[src/rtl/count_sr_pkg.sv]
// Shared types and constants for the SR-cell counter family.
// State encoding, default width and terminal-value constants used by count_sr_down.
package count_sr_pkg;

  localparam int unsigned DEFAULT_WIDTH = 3;

  // Terminal-value templates; the counter slices the low WIDTH bits.
  localparam logic [31:0] TERM_ZERO = 32'h0000_0000;
  localparam logic [31:0] TERM_ONES = 32'hFFFF_FFFF;

  typedef enum logic [1:0] {
    IDLE = 2'd0,
    RUN  = 2'd1,
    DONE = 2'd2
  } state_e;

endpackage

[src/rtl/srff_cell.sv]
// Single-bit set/reset flip-flop with synchronous active-high reset.
// Holds when set and reset are both low; set wins if both were ever high.
module srff_cell (
  input  logic clk,
  input  logic rst,
  input  logic s_i,
  input  logic r_i,
  output logic q_o
);

  logic q_q;

  // Bit storage: reset clears, set/reset drive the stored value, else hold.
  always_ff @(posedge clk) begin
    if (rst)      q_q <= 1'b0;
    else if (s_i) q_q <= 1'b1;
    else if (r_i) q_q <= 1'b0;
  end

  assign q_o = q_q;

endmodule

[src/rtl/count_sr_down.sv]
// Loadable down-counter/timer built from per-bit SR cells.
// Optional up/down direction control is enabled by defining COUNT_SR_UPDN_EN.
//
// state | meaning
// IDLE  | no count in progress; en ignored
// RUN   | counting toward the terminal value on enabled cycles
// DONE  | terminal value reached; reloads if reload_mode, else waits for load
module count_sr_down
  import count_sr_pkg::*;
#(
  parameter int unsigned WIDTH = DEFAULT_WIDTH
) (
  input  logic             clk,
  input  logic             rst,
  input  logic             en,
  input  logic             load,
  input  logic [WIDTH-1:0] load_val,
  input  logic             reload_mode,
`ifdef COUNT_SR_UPDN_EN
  input  logic             up_dn,
`endif
  output logic [WIDTH-1:0] count,
  output logic             tc,
  output logic             busy
);

  localparam logic [WIDTH-1:0] ONE     = WIDTH'(1);
  localparam logic [WIDTH-1:0] TERM_DN = TERM_ZERO[WIDTH-1:0];
`ifdef COUNT_SR_UPDN_EN
  localparam logic [WIDTH-1:0] TERM_UP = TERM_ONES[WIDTH-1:0];
`endif

  state_e           state_q, state_d;
  logic [WIDTH-1:0] reload_q, reload_d;
  logic             tc_q, tc_d;
  logic [WIDTH-1:0] count_q, count_d;
  logic [WIDTH-1:0] set_v, rst_v;
  logic [WIDTH-1:0] term;
  logic [WIDTH-1:0] step;

`ifdef COUNT_SR_UPDN_EN
  assign term = up_dn ? TERM_UP : TERM_DN;
  assign step = up_dn ? (count_q + ONE) : (count_q - ONE);
`else
  assign term = TERM_DN;
  assign step = count_q - ONE;
`endif

  // Next-state, next-count and terminal-pulse decode.
  always_comb begin
    state_d  = state_q;
    count_d  = count_q;
    reload_d = reload_q;
    tc_d     = 1'b0;
    if (load) begin
      count_d  = load_val;
      reload_d = load_val;
      state_d  = (load_val != term) ? RUN : IDLE;
    end else begin
      unique case (state_q)
        RUN: begin
          if (en) begin
            count_d = step;
            if (step == term) begin
              tc_d    = 1'b1;
              state_d = DONE;
            end
          end
        end
        DONE: begin
          if (reload_mode && (reload_q != term)) begin
            count_d = reload_q;
            state_d = RUN;
          end
        end
        default: ;
      endcase
    end
  end

  // FSM, reload value and terminal pulse registers.
  always_ff @(posedge clk) begin
    if (rst) begin
      state_q  <= IDLE;
      reload_q <= '0;
      tc_q     <= 1'b0;
    end else begin
      state_q  <= state_d;
      reload_q <= reload_d;
      tc_q     <= tc_d;
    end
  end

  // Set only bits that rise, reset only bits that fall; unchanged bits hold.
  always_comb begin
    set_v = count_d & ~count_q;
    rst_v = ~count_d & count_q;
  end

  for (genvar i = 0; i < WIDTH; i++) begin : g_bit
    srff_cell u_cell (
      .clk (clk),
      .rst (rst),
      .s_i (set_v[i]),
      .r_i (rst_v[i]),
      .q_o (count_q[i])
    );
  end

  assign count = count_q;
  assign tc    = tc_q;
  assign busy  = (state_q == RUN);

endmodule
[config.mk]
export PLATFORM = sky130hd
export DESIGN_NAME = count_sr_down
export DESIGN_NICKNAME = d
export VERILOG_FILES = /design/src/rtl/count_sr_pkg.sv /design/src/rtl/srff_cell.sv /design/src/rtl/count_sr_down.sv
export SDC_FILE = /design/constraint.sdc
export NUM_CORES = 1
export LEC_CHECK = 0
export ABC_AREA = 1
export CORE_MARGIN = 2
export CORE_UTILIZATION = 30
export CTS_CLUSTER_SIZE = 10
export DETAILED_ROUTE_END_ITERATION = 10
export GPL_TIMING_DRIVEN = 0
export PLACE_DENSITY = 0.63
export SKIP_CTS_REPAIR_TIMING = 1
export SYNTH_ARGS = -nofsm -noshare
export SYNTH_HDL_FRONTEND = slang
export SYNTH_SLANG_ARGS = --single-unit
export TNS_END_PERCENT = 5
[constraint.sdc]
create_clock -name clk -period 2 [get_ports clk]
set_input_delay 0.5 -clock clk [delete_from_list [all_inputs] [get_ports clk]]
set_output_delay 0.5 -clock clk [all_outputs]
set_load 0.005 [all_outputs]
# ---- Word level (Yosys, flattened, before mapping)
# Cells that the tools add are included.
dict set report classes {
  addsub 1
  muxes 17
  n_eq_ne 5
  n_bitwise 6
  n_reduce_logical 10
}
# op n
set ops {}
lappend ops {{$mux W3} 3}
lappend ops {{$reduce_bool A3 Y1} 3}
lappend ops {{$mux W1} 8}
lappend ops {{$mux W2} 4}
lappend ops {{$and A3 B3 Y3} 2}
lappend ops {{$ne A3 B3 Y1 const B} 2}
lappend ops {{$not A3 Y3} 2}
lappend ops {{$pmux W3 S2} 1}
lappend ops {{$reduce_bool A2 Y1} 3}
lappend ops {{$pmux W2 S2} 1}
lappend ops {{$reduce_and A4 Y1} 1}
lappend ops {{$reduce_or A4 Y1} 1}
lappend ops {{$logic_not A3 Y1} 1}
lappend ops {{$ne A3 B2 Y1 const B} 1}
lappend ops {{$sub A3 B1 Y3 const B} 1}
lappend ops {{$eq A2 B1 Y1 const B} 1}
lappend ops {{$eq A2 B2 Y1 const B} 1}
lappend ops {{$not A1 Y1} 2}
lappend ops {{$logic_and A1 B1 Y1} 1}
dict set report totals {
  regBits 9
  output_inout_bits 5
  word_cells 45
  inputBits 8
}

# ---- Longest topological paths before layout
dict set report logic_depth {
  word_depth 9
  depth_mapped 12
  ltp_nobuf 12
}

# ---- Hierarchy
# A second synthesis with hierarchy kept.
dict set report hier_totals {
  cells_unflattened 116
  area_unflattened_um2 714.4
}
# module seq_area_each_um2 area_per_inst_um2 cells_each instances
set modules_own_cells {}
lappend modules_own_cells {count_sr_down 120.1 594.3 101 1}
lappend modules_own_cells {srff_cell 20.0 40.0 5 3}

# ---- Worst setup path before layout
# No wires, ideal clock.
dict set report synth_path {
  path_type {reg2reg}
  from {reg g_bit[0].u_cell.q_q}
  to {reg g_bit[1].u_cell.q_q}
  required_time_ns 1.877
  arrival_time_ns 1.538
  setup_time_ns 0.123
  stages_incl_launch_ff 13
  n_path_buf 0
  path_slack_ns 0.339
  path_cell_list {dfxtp_1 -> inv_1 -> ha_1 -> nand2_1 -> o21ai_0 -> o21bai_1 -> inv_1 -> nand2_1 -> nand2_1 -> nand2_1 -> ha_1 -> o21ai_0 -> a21oi_1}
}
dict set report synth_between {
  elab_chain_len 7
  word_cells_on_any_way 9
  cone_classes {add/sub: 1; mux: 4; bitwise: 3; reduce/logical: 1}
}
# item line_no
set synth_lines {}
lappend synth_lines {{start: declaration} srff_cell.sv:11} ;# logic q_q;
lappend synth_lines {{start signal: assignment} srff_cell.sv:15} ;# if (rst) q_q <= 1'b0;
lappend synth_lines {{start signal: assignment} srff_cell.sv:16} ;# else if (s_i) q_q <= 1'b1;
lappend synth_lines {{start signal: assignment} srff_cell.sv:17} ;# else if (r_i) q_q <= 1'b0;
lappend synth_lines {{$sub A3 B1 Y3 *} count_sr_down.sv:46} ;# assign step = count_q - ONE;
lappend synth_lines {{$mux W3 *} count_sr_down.sv:62} ;# if (en) begin
lappend synth_lines {{$pmux W3 S2 *} count_sr_down.sv:60} ;# unique case (state_q)
lappend synth_lines {{$mux W3 *} count_sr_down.sv:55} ;# if (load) begin
lappend synth_lines {{$not A3 Y3} count_sr_down.sv:97} ;# rst_v = ~count_d & count_q;
lappend synth_lines {{$and A3 B3 Y3} count_sr_down.sv:97}
lappend synth_lines {{$reduce_bool A2 Y1 (no line)} n/a}
lappend synth_lines {{end signal: assignment} srff_cell.sv:15}
lappend synth_lines {{end signal: assignment} srff_cell.sv:16}
lappend synth_lines {{end signal: assignment} srff_cell.sv:17}
lappend synth_lines {{end: declaration} srff_cell.sv:11}
# Every way passes the cells marked *; elsewhere a longest branch is shown, timed or not.
# A chain may end at the register's enable or synchronous reset.

# ---- Worst setup path in the final report
dict set report layout_path {
  from {reg state_q[1]}
  to {out busy}
}
dict set report layout_between {
  elab_chain_len 1
}
# item line_no
set layout_lines {}
lappend layout_lines {{start: declaration} count_sr_down.sv:33} ;# state_e state_q, state_d;
lappend layout_lines {{start signal: assignment} count_sr_down.sv:88} ;# state_q <= state_d;
lappend layout_lines {{$eq A2 B1 Y1} count_sr_down.sv:112} ;# assign busy = (state_q == RUN);
lappend layout_lines {{end: declaration} count_sr_down.sv:24} ;# output logic busy
# Every way passes these cells.

==> metrics.txt <==
Post-Place Cells=between 100 and 150; Int Pwr=about 550 uW; FF+latch area=~180 um^2; WL final=1510 um; NetSw=399 uW; die area=about 2800 um^2; CTS tree=done; kind of critical path=flip-flop to output pin; vias in the first global route=between 500 and 600; initial antenna violation count=0; Worst setup EP type=output pin; PD cells=1050 nW/um^2; Worst Path Max Fanout=4; first-pass GRT wire length=approximately 2400 um; min-delay src=reload_q[0]; ANT cells=0; DR iter-0 viols=9; Max Root-Sink Buffers=2; Period minus WS final=1.91 ns; Worst slew margin=0.841; Final Power=~950 uW; fmax=roughly 520 MHz; Post-Synthesis Cells=roughly 110; Seq pwr share=0.258; final hold viol count=0; Layout Skew=roughly 0.0036 ns; VDD IR max=between 400 and 500 uV; worst slew pin tran=about 0.24 ns; dpl cell area=between 800 and 900 um^2; Die Y=around 53 um; multi-input combinational cell area=about 450 um^2; max incr delay on CP=around 0.52 ns; CP top delay family=buffers and inverters; post-synthesis sequential area ratio=0.253; Critical Path, Cell by Cell=inv_1, ha_1, clkdlybuf4s50_1; Logic pwr share=0.577; buffer and inverter count on the worst path=2; FF+latch count, synth=9; final cell count without fillers=about 150; GP Congestion=0.784; Post-Layout Inst Area=roughly 900 um^2; Yosys Warn Count=0; gr usage total=0.126; r2r worst-path depth=12; Port Buffers=12; CP startpoint=state_q[1]; Yosys top cell area share=0.253; NumNets Final=roughly 140; final worst path period share=0.953; total CTS buffers=3; total gr overflow=0; clock share of power=0.165; vias per cell=about 4.6; Die Span X=approximately 53 um; post-synth top area cell=dfxtp_1; max-slew violations=0; # clock sinks=9; largest net degree at the start of global routing=11; DRC violations left=0; max-cap check violation count=0; Leak=between 0.4 and 0.5 nW; Worst path depth=3; HPWL after DPL=roughly 1200 um; top cells by area, synth=dfxtp_1, nand2_1, ha_1, a21oi_1, inv_1; count of final setup violators=0; core footprint=roughly 2200 um^2; CTS H-tree depth=1; Crit path arrival time=about 1.4 ns; syn nets=between 100 and 150; Final ANT Viol Nets=0; FF-to-FF Start=g_bit[0].u_cell.q_o; synth unique cells=20; CP required=around 1.5 ns; Cell Area, Synth=between 700 and 800 um^2; Sw Ratio=0.421; io pins=13; CTS Root Buffer Type=clkbuf_4; via count=about 680; row count=17; min-delay worst type=flip-flop to flip-flop; fillcell total=roughly 250; Startpoint Class=flip-flop; iteration count of the initial detailed-routing pass=4; status=finished, final reports clean; worst skew pair latency=between 0.2 and 0.3 ns; Area growth syn-to-layout=26.0%; Wirelength per Cell=~10 um; starting density of the core=0.319; Reg clk slew, reported paths=0.07 ns; share of layout cells above drive strength 1=0.182; syn_area_per_cell=slightly below 7 um^2; unrepaired setup endpoints after global routing=false; Cells on Worst Hold Path=2; worst hold slack=0.478 ns; Slowest cell on crit path=clkdlybuf4s50_1
## final timing paths
check	end	slack [ns]
max reg2reg	g_bit[1].u_cell.q_o	0.21
max	busy	0.09
min reg2reg	reload_q[0]	0.48
min	reload_q[0]	0.48
## Yosys cell counts
cell type,instances
nand4_1,1
nor2_4,1
o21ai_0,4
a21oi_1,13
nand3b_1,2
dfxtp_1,9
inv_1,10
nor2_1,6
buf_6,1
nand3_2,1
nand3_4,1
nand2_1,27
o2111ai_1,1
inv_2,4
o21bai_1,1
nand3_1,6
nor2_2,2
nand2_2,5
ha_1,7
buf_4,3
## routing by layer
layer | GRT usage | part of all wire | vias up
met5 | 0 | 0 | -
met4 | 0.103 | 0.035 | 0
met3 | 0.0257 | 0.031 | 4
met2 | 0.206 | 0.45 | 14
met1 | 0.138 | 0.48 | 292
li1 | - | - | 372
## sequential cells by signal, summed over array words and instances, names as in the netlist
| signal | cells |
|---|---|
| reload_q | 3 |
| state_q | 2 |
| g_bit.u_cell.q_o | 3 |
| tc | 1 |
## layout make-up
type,count,area share
multi-input cells,78,0.497
flip-flops and latches,9,0.202
clock buffers,4,0.0292
plain buffers,4,0.0376
well taps,28,0.0390
inverters,14,0.0585
repair buffers,12,0.136
## cell usage in the layout (no fill, tap or decap), drive strengths merged
cell	instances
ha	7
clkdlybuf4s50	11
nand3b	2
o21ai	4
o2111ai	1
dlymetal6s2s	1
a21oi	13
nand4	1
inv	14
clkbuf	4
nand3	8
dfxtp	9
o21bai	1
nor2	9
nand2	32
buf	4
## cell families after synthesis
group / Yosys count / share of synthesized area
fa+ha+maj: 7 / 0.123
compound gates: 19 / 0.142
simple gates: 52 / 0.361
buf+inv: 18 / 0.121
flops: 9 / 0.253
## worst min-delay path: stages (launching register included)
cell and delay, ns:
dfxtp_1 0.32, nand2_1 0.06, a21oi_1 0.05
## power by group through the flow
stage,Sequential [mW],Combinational [mW],Clock [mW]
floorplan,0.241,0.405,0
global placement,0.246,0.529,0
detailed placement,0.247,0.541,0
CTS,0.243,0.545,0.161
global route,0.251,0.612,0.171
finish,0.244,0.546,0.156
## per-stage QoR
step	TNS [ns]	utilization	setup WS (ns)
3_5_place_dp	-0.353	0.389	-0.127
4_1_cts	0	0.401	0.0738
3_3_place_gp	-0.290	0.389	-0.102
2_1_floorplan	0	-	0.339
6_report	0	0.402	0.0947
5_1_grt	0	0.402	0.0208
No activity file was read; power rests on OpenSTA's default activity.
